===== src/rtl/microwave_timer_ctrl.sv =====
// Microwave cook-time controller: keypad entry into an M:SS BCD register, one-second
// countdown while cooking, and start/stop/clear/door-interlock control of the magnetron.
module microwave_timer_ctrl #(
    parameter int unsigned CLK_DIV = 50_000_000
) (
    input  logic       clk,
    input  logic       reset,
    input  logic       keypad_valid,
    input  logic [3:0] keypad_digit,
    input  logic       start,
    input  logic       stop,
    input  logic       clear,
    input  logic       door_closed,
    output logic [3:0] minutes,
    output logic [3:0] tens_sec,
    output logic [3:0] units_sec,
    output logic       mag_on,
    output logic       done
);

    localparam int unsigned PreW = $clog2(CLK_DIV);
    localparam logic [PreW-1:0] PreMax = PreW'(CLK_DIV - 1);

    typedef enum logic [1:0] {StSet, StCook, StPause, StDone} state_e;

    state_e          state_q, state_d;
    logic [3:0]      min_q, min_d;
    logic [3:0]      tens_q, tens_d;
    logic [3:0]      units_q, units_d;
    logic [PreW-1:0] pre_q, pre_d;
    logic            mag_q, done_q;

    logic       key_ok;
    logic       time_zero;
    logic       tick;
    logic       dec_to_zero;
    logic [3:0] dec_min, dec_tens, dec_units;

    // A digit is legal only if it is BCD and the digit it pushes into tens stays 0-5.
    assign key_ok      = keypad_valid && (keypad_digit <= 4'd9) && (units_q <= 4'd5);
    assign time_zero   = (min_q == 4'd0) && (tens_q == 4'd0) && (units_q == 4'd0);
    assign tick        = (pre_q == PreMax);
    assign dec_to_zero = (min_q == 4'd0) && (tens_q == 4'd0) && (units_q == 4'd1);

    // One-second decrement with borrow chain units -> tens -> minutes.
    always_comb begin
        dec_min   = min_q;
        dec_tens  = tens_q;
        dec_units = units_q;
        if (units_q != 4'd0) begin
            dec_units = units_q - 4'd1;
        end else begin
            dec_units = 4'd9;
            if (tens_q != 4'd0) begin
                dec_tens = tens_q - 4'd1;
            end else begin
                dec_tens = 4'd5;
                dec_min  = min_q - 4'd1;
            end
        end
    end

    always_comb begin
        state_d = state_q;
        min_d   = min_q;
        tens_d  = tens_q;
        units_d = units_q;
        pre_d   = pre_q;

        if (clear) begin
            state_d = StSet;
            min_d   = 4'd0;
            tens_d  = 4'd0;
            units_d = 4'd0;
            pre_d   = '0;
        end else begin
            unique case (state_q)
                StSet: begin
                    if (stop) begin
                        min_d   = 4'd0;
                        tens_d  = 4'd0;
                        units_d = 4'd0;
                    end else if (start && door_closed && !time_zero) begin
                        state_d = StCook;
                        pre_d   = '0;
                    end else if (key_ok) begin
                        min_d   = tens_q;
                        tens_d  = units_q;
                        units_d = keypad_digit;
                    end
                end
                StCook: begin
                    if (!door_closed || stop) begin
                        state_d = StPause;
                    end else if (time_zero) begin
                        state_d = StDone;
                    end else if (tick) begin
                        pre_d   = '0;
                        min_d   = dec_min;
                        tens_d  = dec_tens;
                        units_d = dec_units;
                        if (dec_to_zero) begin
                            state_d = StDone;
                        end
                    end else begin
                        pre_d = pre_q + PreW'(1);
                    end
                end
                StPause: begin
                    if (stop) begin
                        state_d = StSet;
                        min_d   = 4'd0;
                        tens_d  = 4'd0;
                        units_d = 4'd0;
                        pre_d   = '0;
                    end else if (start && door_closed) begin
                        state_d = StCook;
                    end
                end
                StDone: begin
                    if (stop) begin
                        state_d = StSet;
                        pre_d   = '0;
                    end else if (key_ok) begin
                        state_d = StSet;
                        pre_d   = '0;
                        min_d   = tens_q;
                        tens_d  = units_q;
                        units_d = keypad_digit;
                    end
                end
                default: begin
                    state_d = StSet;
                    min_d   = 4'd0;
                    tens_d  = 4'd0;
                    units_d = 4'd0;
                    pre_d   = '0;
                end
            endcase
        end
    end

    always_ff @(posedge clk or posedge reset) begin
        if (reset) begin
            state_q <= StSet;
            min_q   <= 4'd0;
            tens_q  <= 4'd0;
            units_q <= 4'd0;
            pre_q   <= '0;
            mag_q   <= 1'b0;
            done_q  <= 1'b0;
        end else begin
            state_q <= state_d;
            min_q   <= min_d;
            tens_q  <= tens_d;
            units_q <= units_d;
            pre_q   <= pre_d;
            mag_q   <= (state_d == StCook);
            done_q  <= (state_d == StDone);
        end
    end

    assign minutes   = min_q;
    assign tens_sec  = tens_q;
    assign units_sec = units_q;
    assign mag_on    = mag_q;
    assign done      = done_q;

endmodule

===== config.mk =====
export PLATFORM = sky130hd
export DESIGN_NAME = microwave_timer_ctrl
export DESIGN_NICKNAME = d
export VERILOG_FILES = /design/src/rtl/microwave_timer_ctrl.sv
export SDC_FILE = /design/constraint.sdc
export NUM_CORES = 1
export LEC_CHECK = 0
export ABC_AREA = 1
export CAP_MARGIN = 20
export CELL_PAD_IN_SITES_DETAIL_PLACEMENT = 0
export CELL_PAD_IN_SITES_GLOBAL_PLACEMENT = 2
export CORE_MARGIN = 2
export CORE_UTILIZATION = 28
export DETAILED_ROUTE_END_ITERATION = 8
export PLACE_DENSITY = 0.82
export SYNTH_ARGS = -nofsm -noshare
export SYNTH_HDL_FRONTEND = slang
export SYNTH_SLANG_ARGS = --single-unit

===== constraint.sdc =====
create_clock -name clk -period 2.3 [get_ports clk]
set_clock_uncertainty 0.05 [all_clocks]
set_input_delay 0.69 -clock clk [delete_from_list [all_inputs] [get_ports clk]]
set_output_delay 0.69 -clock clk [all_outputs]
set_load 0.03 [all_outputs]

==> out/metrics.yaml, run 1 <==
placement:
  place_hpwl_mm: 8.52
  dpl.cell_count: 795
  port_buffers: 24
  pre_cts_slack_ps: -163
  place.gp.congestion: 0.953
worst_setup_path:
  end_kind: "primary output"
  cp.buffers_inverters: 1
  cp_cell_sequence: "clkdlybuf4s50_1"
  path_class: "reg2out"
  required_ps: 1560
  arrival_ps: 1510
  crit_family: "buffers and inverters"
  cp_slowest_cell: "clkdlybuf4s50_1"
  start_kind: "flip-flop"
  critPathMaxStageDelay_ps: 720
  worstPathMaxFanout: 7
clock_tree:
  clkSlewWorstSetupHoldPaths_ps: 60
  cts_buffers: 5
  cts.hold.buffers_added: 0
  clockRootBuffer: "clkbuf_16"
  clock-sinks: 42
  cts_tree: "yes"
  htreeDepth: 2
  cts_buffer_depth: 2
  clkLatencyLatePin_ps: 300
yosys:
  synth_nets: 593
  synth-seq-cells: 42
  yosys.area_share.simple_pct: 48.3
  synth.largest_area_cell: "dfrtp_1"
  seq_area_frac_synth_pct: 30.2
  avgSynthCellArea_um2: 6.02
  yosys-mux-area-fraction_pct: 0
  synth_area_leaders: "dfrtp_1, nand2_1, nand3_1"
  yosysUniqueCellTypes: 34
  synthCells: 577
  syn-cell-area_um2: 3470
  synth_top_family_by_area: "simple AND/OR/NAND/NOR gates"
  ys_warn_count: 0
  synthAdderAreaFrac_pct: 1.80
  yosysTopAreaCellShare_pct: 30.2
  synth-xor-area-share_pct: 1.76
  synth_compound_area_share_pct: 8.03
routing:
  ant_nets: 0
  vias: 3868
  wl_met3_um: 646
  highest-signal-layer: "met4"
  finalWirelength_mm: 11.4
  wire_per_inst_um: 14.2
  drtIter0Drc: 313
  dr.pass1.iters: 6
  wl_met2_mm: 5.15
  viasPerCell: 4.82
  post-route-drc-count: 0
  drt-met1-wl_mm: 5.50
grt:
  overflow: 0
  grt_pass1_wl_mm: 19.0
  gr-usage-all-layers_pct: 18.3
  grt_pass1_vias: 3694
  grt_start_max_net_pins: 27
  antenna_found_initial: 0
pwr:
  net-switching-power_w: 0.000714
  seq_power_share_pct: 35.6
  netSwitchingFraction_pct: 32.5
  ir_drop_uv: 419
  power_frac_clock_pct: 38.9
  leakage_nw: 2.04
  combPwrFrac_pct: 25.5
  intPower_w: 0.00148
  p_per_area_nw_per_um2: 501
floorplan:
  die_w_um: 115
  die_h_um: 115
  initial_utilization_pct: 28.8
  dieArea_um2: 13300
  design.core.area_um2: 12100
  rows: 40
  io_pins: 25
cells_and_area:
  fillers: 1310
  diodes: 0
  fin_nets: 650
  drive_above_1_share_pct: 11.8
  syn2layout_area_growth_pct: 26.1
  stdcell_count: 803
sta:
  min_period_ps: 2250
  worst_slew_pin_slew_ps: 844
  setup_ws_ps: 50.4
  setup_viol_count_final: 0
  drv_slew: 0
  fmax_ghz: 0.445
  relSlewSlack_pct: 43.1
  hold_viol: 0
  fin_crit_sh_pct: 97.8
hold_path:
  hold_path_class: "reg2reg"
flow_run:
  maxCapViolCount: 0
outcome:
  status: "finished, final reports clean"
[kinds of logic (layout without fill, tap and decap cells)]
logic type               count (synthesis)  count (layout)
buffers and inverters                   82             140
adder cells (fa/ha/maj)                  5               5
flip-flops                              42              42
XOR/XNOR                                 7               7
AO/OA/AOI/OAI                           50              50
AND/OR/NAND/NOR                        391             391
[placed cells by master, fill, tap and decap left out, drive strengths merged, types with 2 or more instances in the layout]
cell type and count:
clkdlybuf4s50 24, nor2 88, a21oi 6, clkinvlp 2, o21bai 2, o211ai 3
nand2 202, o31ai 3, clkbuf 5, or2 2, nor3 3, ha 5
nand3 76, nand4 18, inv 69, o21ai 33, dfrtp 42, xor2 6
buf 39
[metal layers]
metal | track usage, % | up-vias
met5 | 0 | -
met4 | 4.66 | 0
met3 | 3.80 | 9
met2 | 29.0 | 93
met1 | 25.5 | 1803
li1 | - | 1963
[final cells by class]
class,count,area [um^2],share of cell area (%)
tap,168,210,4.80
timing repair buffer,63,583,13.3
sequential,42,1050,24.0
clock inverter,3,45.0,1.03
clock buffer,5,125,2.86
inverter,69,264,6.03
multi-input combinational,453,2100,48.0
[Yosys cell counts]
master    instances
nor3b_1           1
or2_2             2
inv_1            63
o21ai_1           6
a21oi_1           6
clkbuf_1          6
a31oi_1           1
buf_6             3
o21ai_0          26
buf_2             2
buf_4             1
nor2_2            4
buf_1             1
nand3_1          72
inv_6             1
inv_2             5
a21boi_1          1
o211ai_1          3
nand4_1          18
o22ai_1           1
nand2_1         201
xor2_1            6
nand3_2           4
o31ai_1           3
nand2_2           1
nor2_4            3
o21ai_2           1
nor3_1            3
xnor2_1           1
nor2_1           81
ha_1              5
o21bai_1          2
dfrtp_1          42
nand3b_1          1
[per-stage QoR]
| stage | cell area [um^2] | total power, W | setup TNS (ps) | hold WS [ps] | utilization (%) |
|---|---|---|---|---|---|
| 6_report | 4380 | 0.00220 | 0 | 469 | 36.3 |
| 5_1_grt | 4380 | 0.00230 | -3.94 | 486 | 36.3 |
| 4_1_cts | 4360 | 0.00222 | 0 | 480 | 36.2 |
| 3_5_place_dp | 4190 | 0.00135 | -4520 | 463 | 34.7 |
| 3_3_place_gp | 4190 | 0.00134 | -3540 | 464 | 34.7 |
| 2_1_floorplan | 3470 | 0.00112 | 0 | 442 | - |
[power groups by stage]
stage | Clock, W | Sequential (W) | Combinational, W
2_1_floorplan | 0 | 0.000826 | 0.000290
3_3_place_gp | 0 | 0.000795 | 0.000550
3_5_place_dp | 0 | 0.000795 | 0.000552
4_1_cts | 0.000888 | 0.000781 | 0.000555
5_1_grt | 0.000901 | 0.000785 | 0.000614
6_report | 0.000855 | 0.000782 | 0.000559
[what timing repair did]
item / in CTS / in global routing
endpoints found under the setup margin: 0 / 23
gates resized for setup: 0 / 8
setup buffers: 0 / 0
[state kept, by name, indices dropped and copies added (netlist names)]
register   count
pre_q         26
minutes        4
tens_sec       4
units_sec      4
state_q        2
done           1
mag_on         1
[final timing paths]
check                             start            to  slack, ps  cells after the start
max                         tens_sec[3]   tens_sec[3]         50                      1
min                        units_sec[1]  units_sec[1]        470                      2
max reg2reg                 tens_sec[0]   tens_sec[1]        180                      9
min reg2reg                units_sec[1]  units_sec[1]        470                      2
max in group asynchronous         reset      pre_q[5]       1030                      3
min in group asynchronous         reset  units_sec[3]        670                      2
No activity file was read; power rests on OpenSTA's default activity.
==> run 2: changes to the inputs <==
- CELL_PAD_IN_SITES_DETAIL_PLACEMENT: 0 -> 1
- CORE_UTILIZATION: 28 -> 32
- PLACE_DENSITY: 0.82 -> 0.86
==> run 2 against run 1 <==
  * Clock-buffer cell count rose by 1
  * Global-route usage is 4.1 points higher
  * Sequential power about the same
  * Fmax is 0.80% higher
  * Sequential share of layout area rose by 0.28 points
  * Final cell count is 3.1% lower
  * Cell area decreased by 1.1%
  * Clock power is 28% lower
  * Routed wire length rose by 9.4%
  * Die area is 12% lower
  * Critical path type is now in2reg
  * Utilization increased by 4.2 points
  * Worst setup slack improved by 18 ps
  * Highest routed layer unchanged
==> out/metrics.yaml, run 2 (synthesis results as in run 1) <==
sta:
  fin_crit_sh_pct: 97.0
  drv_slew: 0
  relSlewSlack_pct: 50.4
  hold_viol: 0
  worst_slew_pin_slew_ps: 736
  fmax_ghz: 0.448
  setup_viol_count_final: 0
  min_period_ps: 2230
  hold_slack_ps: 480
worst_setup_path:
  cp_cell_sequence: "clkdlybuf4s50_1 -> inv_1 -> nand2_1 -> nor2_1 -> a31oi_1 -> nand2_1 -> nor2_1 -> nand2_1 -> nand2_1 -> o21ai_0"
  cp.buffers_inverters: 2
  path_class: "in2reg"
  critPathMaxStageDelay_ps: 520
  rr_worst_depth: 11
  reg2reg_to: "minutes[1]"
  regToRegStartpoint: "tens_sec[0]"
  worstPathMaxFanout: 5
  rrSetupSlack_ps: 160
  cp_slowest_cell: "clkdlybuf4s50_1"
  crit_path_frequent_cell: "nand2_1"
  arrival_ps: 2380
  required_ps: 2440
  start_kind: "primary input"
  crit_family: "simple AND/OR/NAND/NOR gates"
  end_kind: "flip-flop"
floorplan:
  design.core.area_um2: 10700
  rows: 38
  io_pins: 25
  dieArea_um2: 11700
  initial_utilization_pct: 32.5
  die_h_um: 108
  die_w_um: 108
outcome:
  status: "finished, final reports clean"
clock_tree:
  cts_setup_buffers: 0
  cts_buffers: 5
  clockRootBuffer: "clkbuf_8"
  clkLatencyLatePin_ps: 310
  cts_buffer_depth: 2
  clock-sinks: 42
  cts.hold.buffers_added: 0
  clkSlewWorstSetupHoldPaths_ps: 90
  cts_tree: "yes"
  htreeDepth: 2
cells_and_area:
  syn2layout_area_growth_pct: 24.7
  largest_register: "pre_q"
  drive_above_1_share_pct: 12.9
  layout_common_cells: "nand2_1, nor2_1, nand3_1"
  finish.instance_area_um2: 4330
  final_common_cell: "nand2_1"
  stdcell_count: 778
  largest_reg_flops: 26
  fin_nets: 653
  diodes: 0
pwr:
  combPwrFrac_pct: 29.7
  seq_power_share_pct: 39.2
  power_frac_clock_pct: 31.0
  p_per_area_nw_per_um2: 461
  netSwitchingFraction_pct: 34.5
  intPower_w: 0.00131
  p_total_w: 0.00200
  ir_drop_uv: 249
  net-switching-power_w: 0.000688
  leakage_nw: 2.06
flow_run:
  maxCapViolCount: 0
routing:
  vias: 3989
  viasPerCell: 5.13
  finalWirelength_mm: 12.5
  wire_per_inst_um: 16.1
  ant_nets: 0
  drtIter0Drc: 171
  post-route-drc-count: 0
  dr.pass1.iters: 4
grt:
  overflow: 0
  grt_pass1_wl_mm: 20.4
  grt_start_max_net_pins: 43
  grt_pass1_vias: 4075
  antenna_found_initial: 0
  gr-usage-all-layers_pct: 22.4
hold_path:
  worstHoldStart: "units_sec[1]"
  hold_path_class: "reg2reg"
  min_path_cells: 2
  holdPathEnd: "units_sec[1]"
placement:
  place.gp.congestion: 0.934
  place_hpwl_mm: 9.57
  dpl.cell_count: 770
  dpl-instance-area_um2: 4180
  port_buffers: 24
[run 2: layout make-up]
type	instances	area (um^2)
Clock buffer	6	72.6
Clock inverter	2	37.5
Fill cell	1458	6370
Inverter	69	264
Multi-Input combinational cell	453	2120
Sequential cell	42	1050
Tap cell	140	175
Timing Repair Buffer	66	608
[run 2: power groups by stage]
stage	Sequential, W	Clock, W	Combinational [W]
after floorplan	0.000826	0	0.000290
after global placement	0.000796	0	0.000561
after detailed placement	0.000797	0	0.000575
after CTS	0.000782	0.000636	0.000578
after global routing	0.000786	0.000658	0.000653
final	0.000783	0.000619	0.000593
[run 2: worst max path at each step]
stage / startpoint / cells after the start / to / slack (ps)
2_1_floorplan: units_sec[0] / 12 / pre_q[15] / 190
3_3_place_gp: door_closed / 11 / minutes[0] / -100
3_5_place_dp: stop / 8 / tens_sec[1] / -200
4_1_cts: tens_sec[0] / 11 / minutes[0] / 2
5_1_grt: stop / 10 / minutes[3] / -40
6_report: stop / 10 / tens_sec[0] / 70
[run 2: repair_timing]
| item | CTS | global route |
|---|---|---|
| setup endpoints to repair | 0 | 39 |
| endpoints found under the hold margin | 0 | 0 |
| resized for setup | 0 | 14 |
[run 2: worst min-delay path, stage by stage, from the launching register on]
cell	delay [ps]
dfrtp_1	390
nand2_1	60
nand2_1	50
[run 2: metal layers]
layer | GRT usage [%] | vias to the layer above | routed length [um]
li1 | - | 1969 | -
met1 | 31.2 | 1941 | 6080
met2 | 37.4 | 67 | 5830
met3 | 2.71 | 12 | 432
met4 | 4.58 | 0 | 166
met5 | 0 | - | 0
[run 2: metrics by stage]
| stage | util (%) | TNS [ps] | setup WS, ps |
|---|---|---|---|
| 6_report | 40.5 | 0 | 68.2 |
| 5_1_grt | 40.5 | -187 | -41.8 |
| 4_1_cts | 40.1 | 0 | 1.96 |
| 3_5_place_dp | 39.1 | -4810 | -196 |
| 3_3_place_gp | 39.1 | -2240 | -98.8 |
| 2_1_floorplan | - | 0 | 194 |
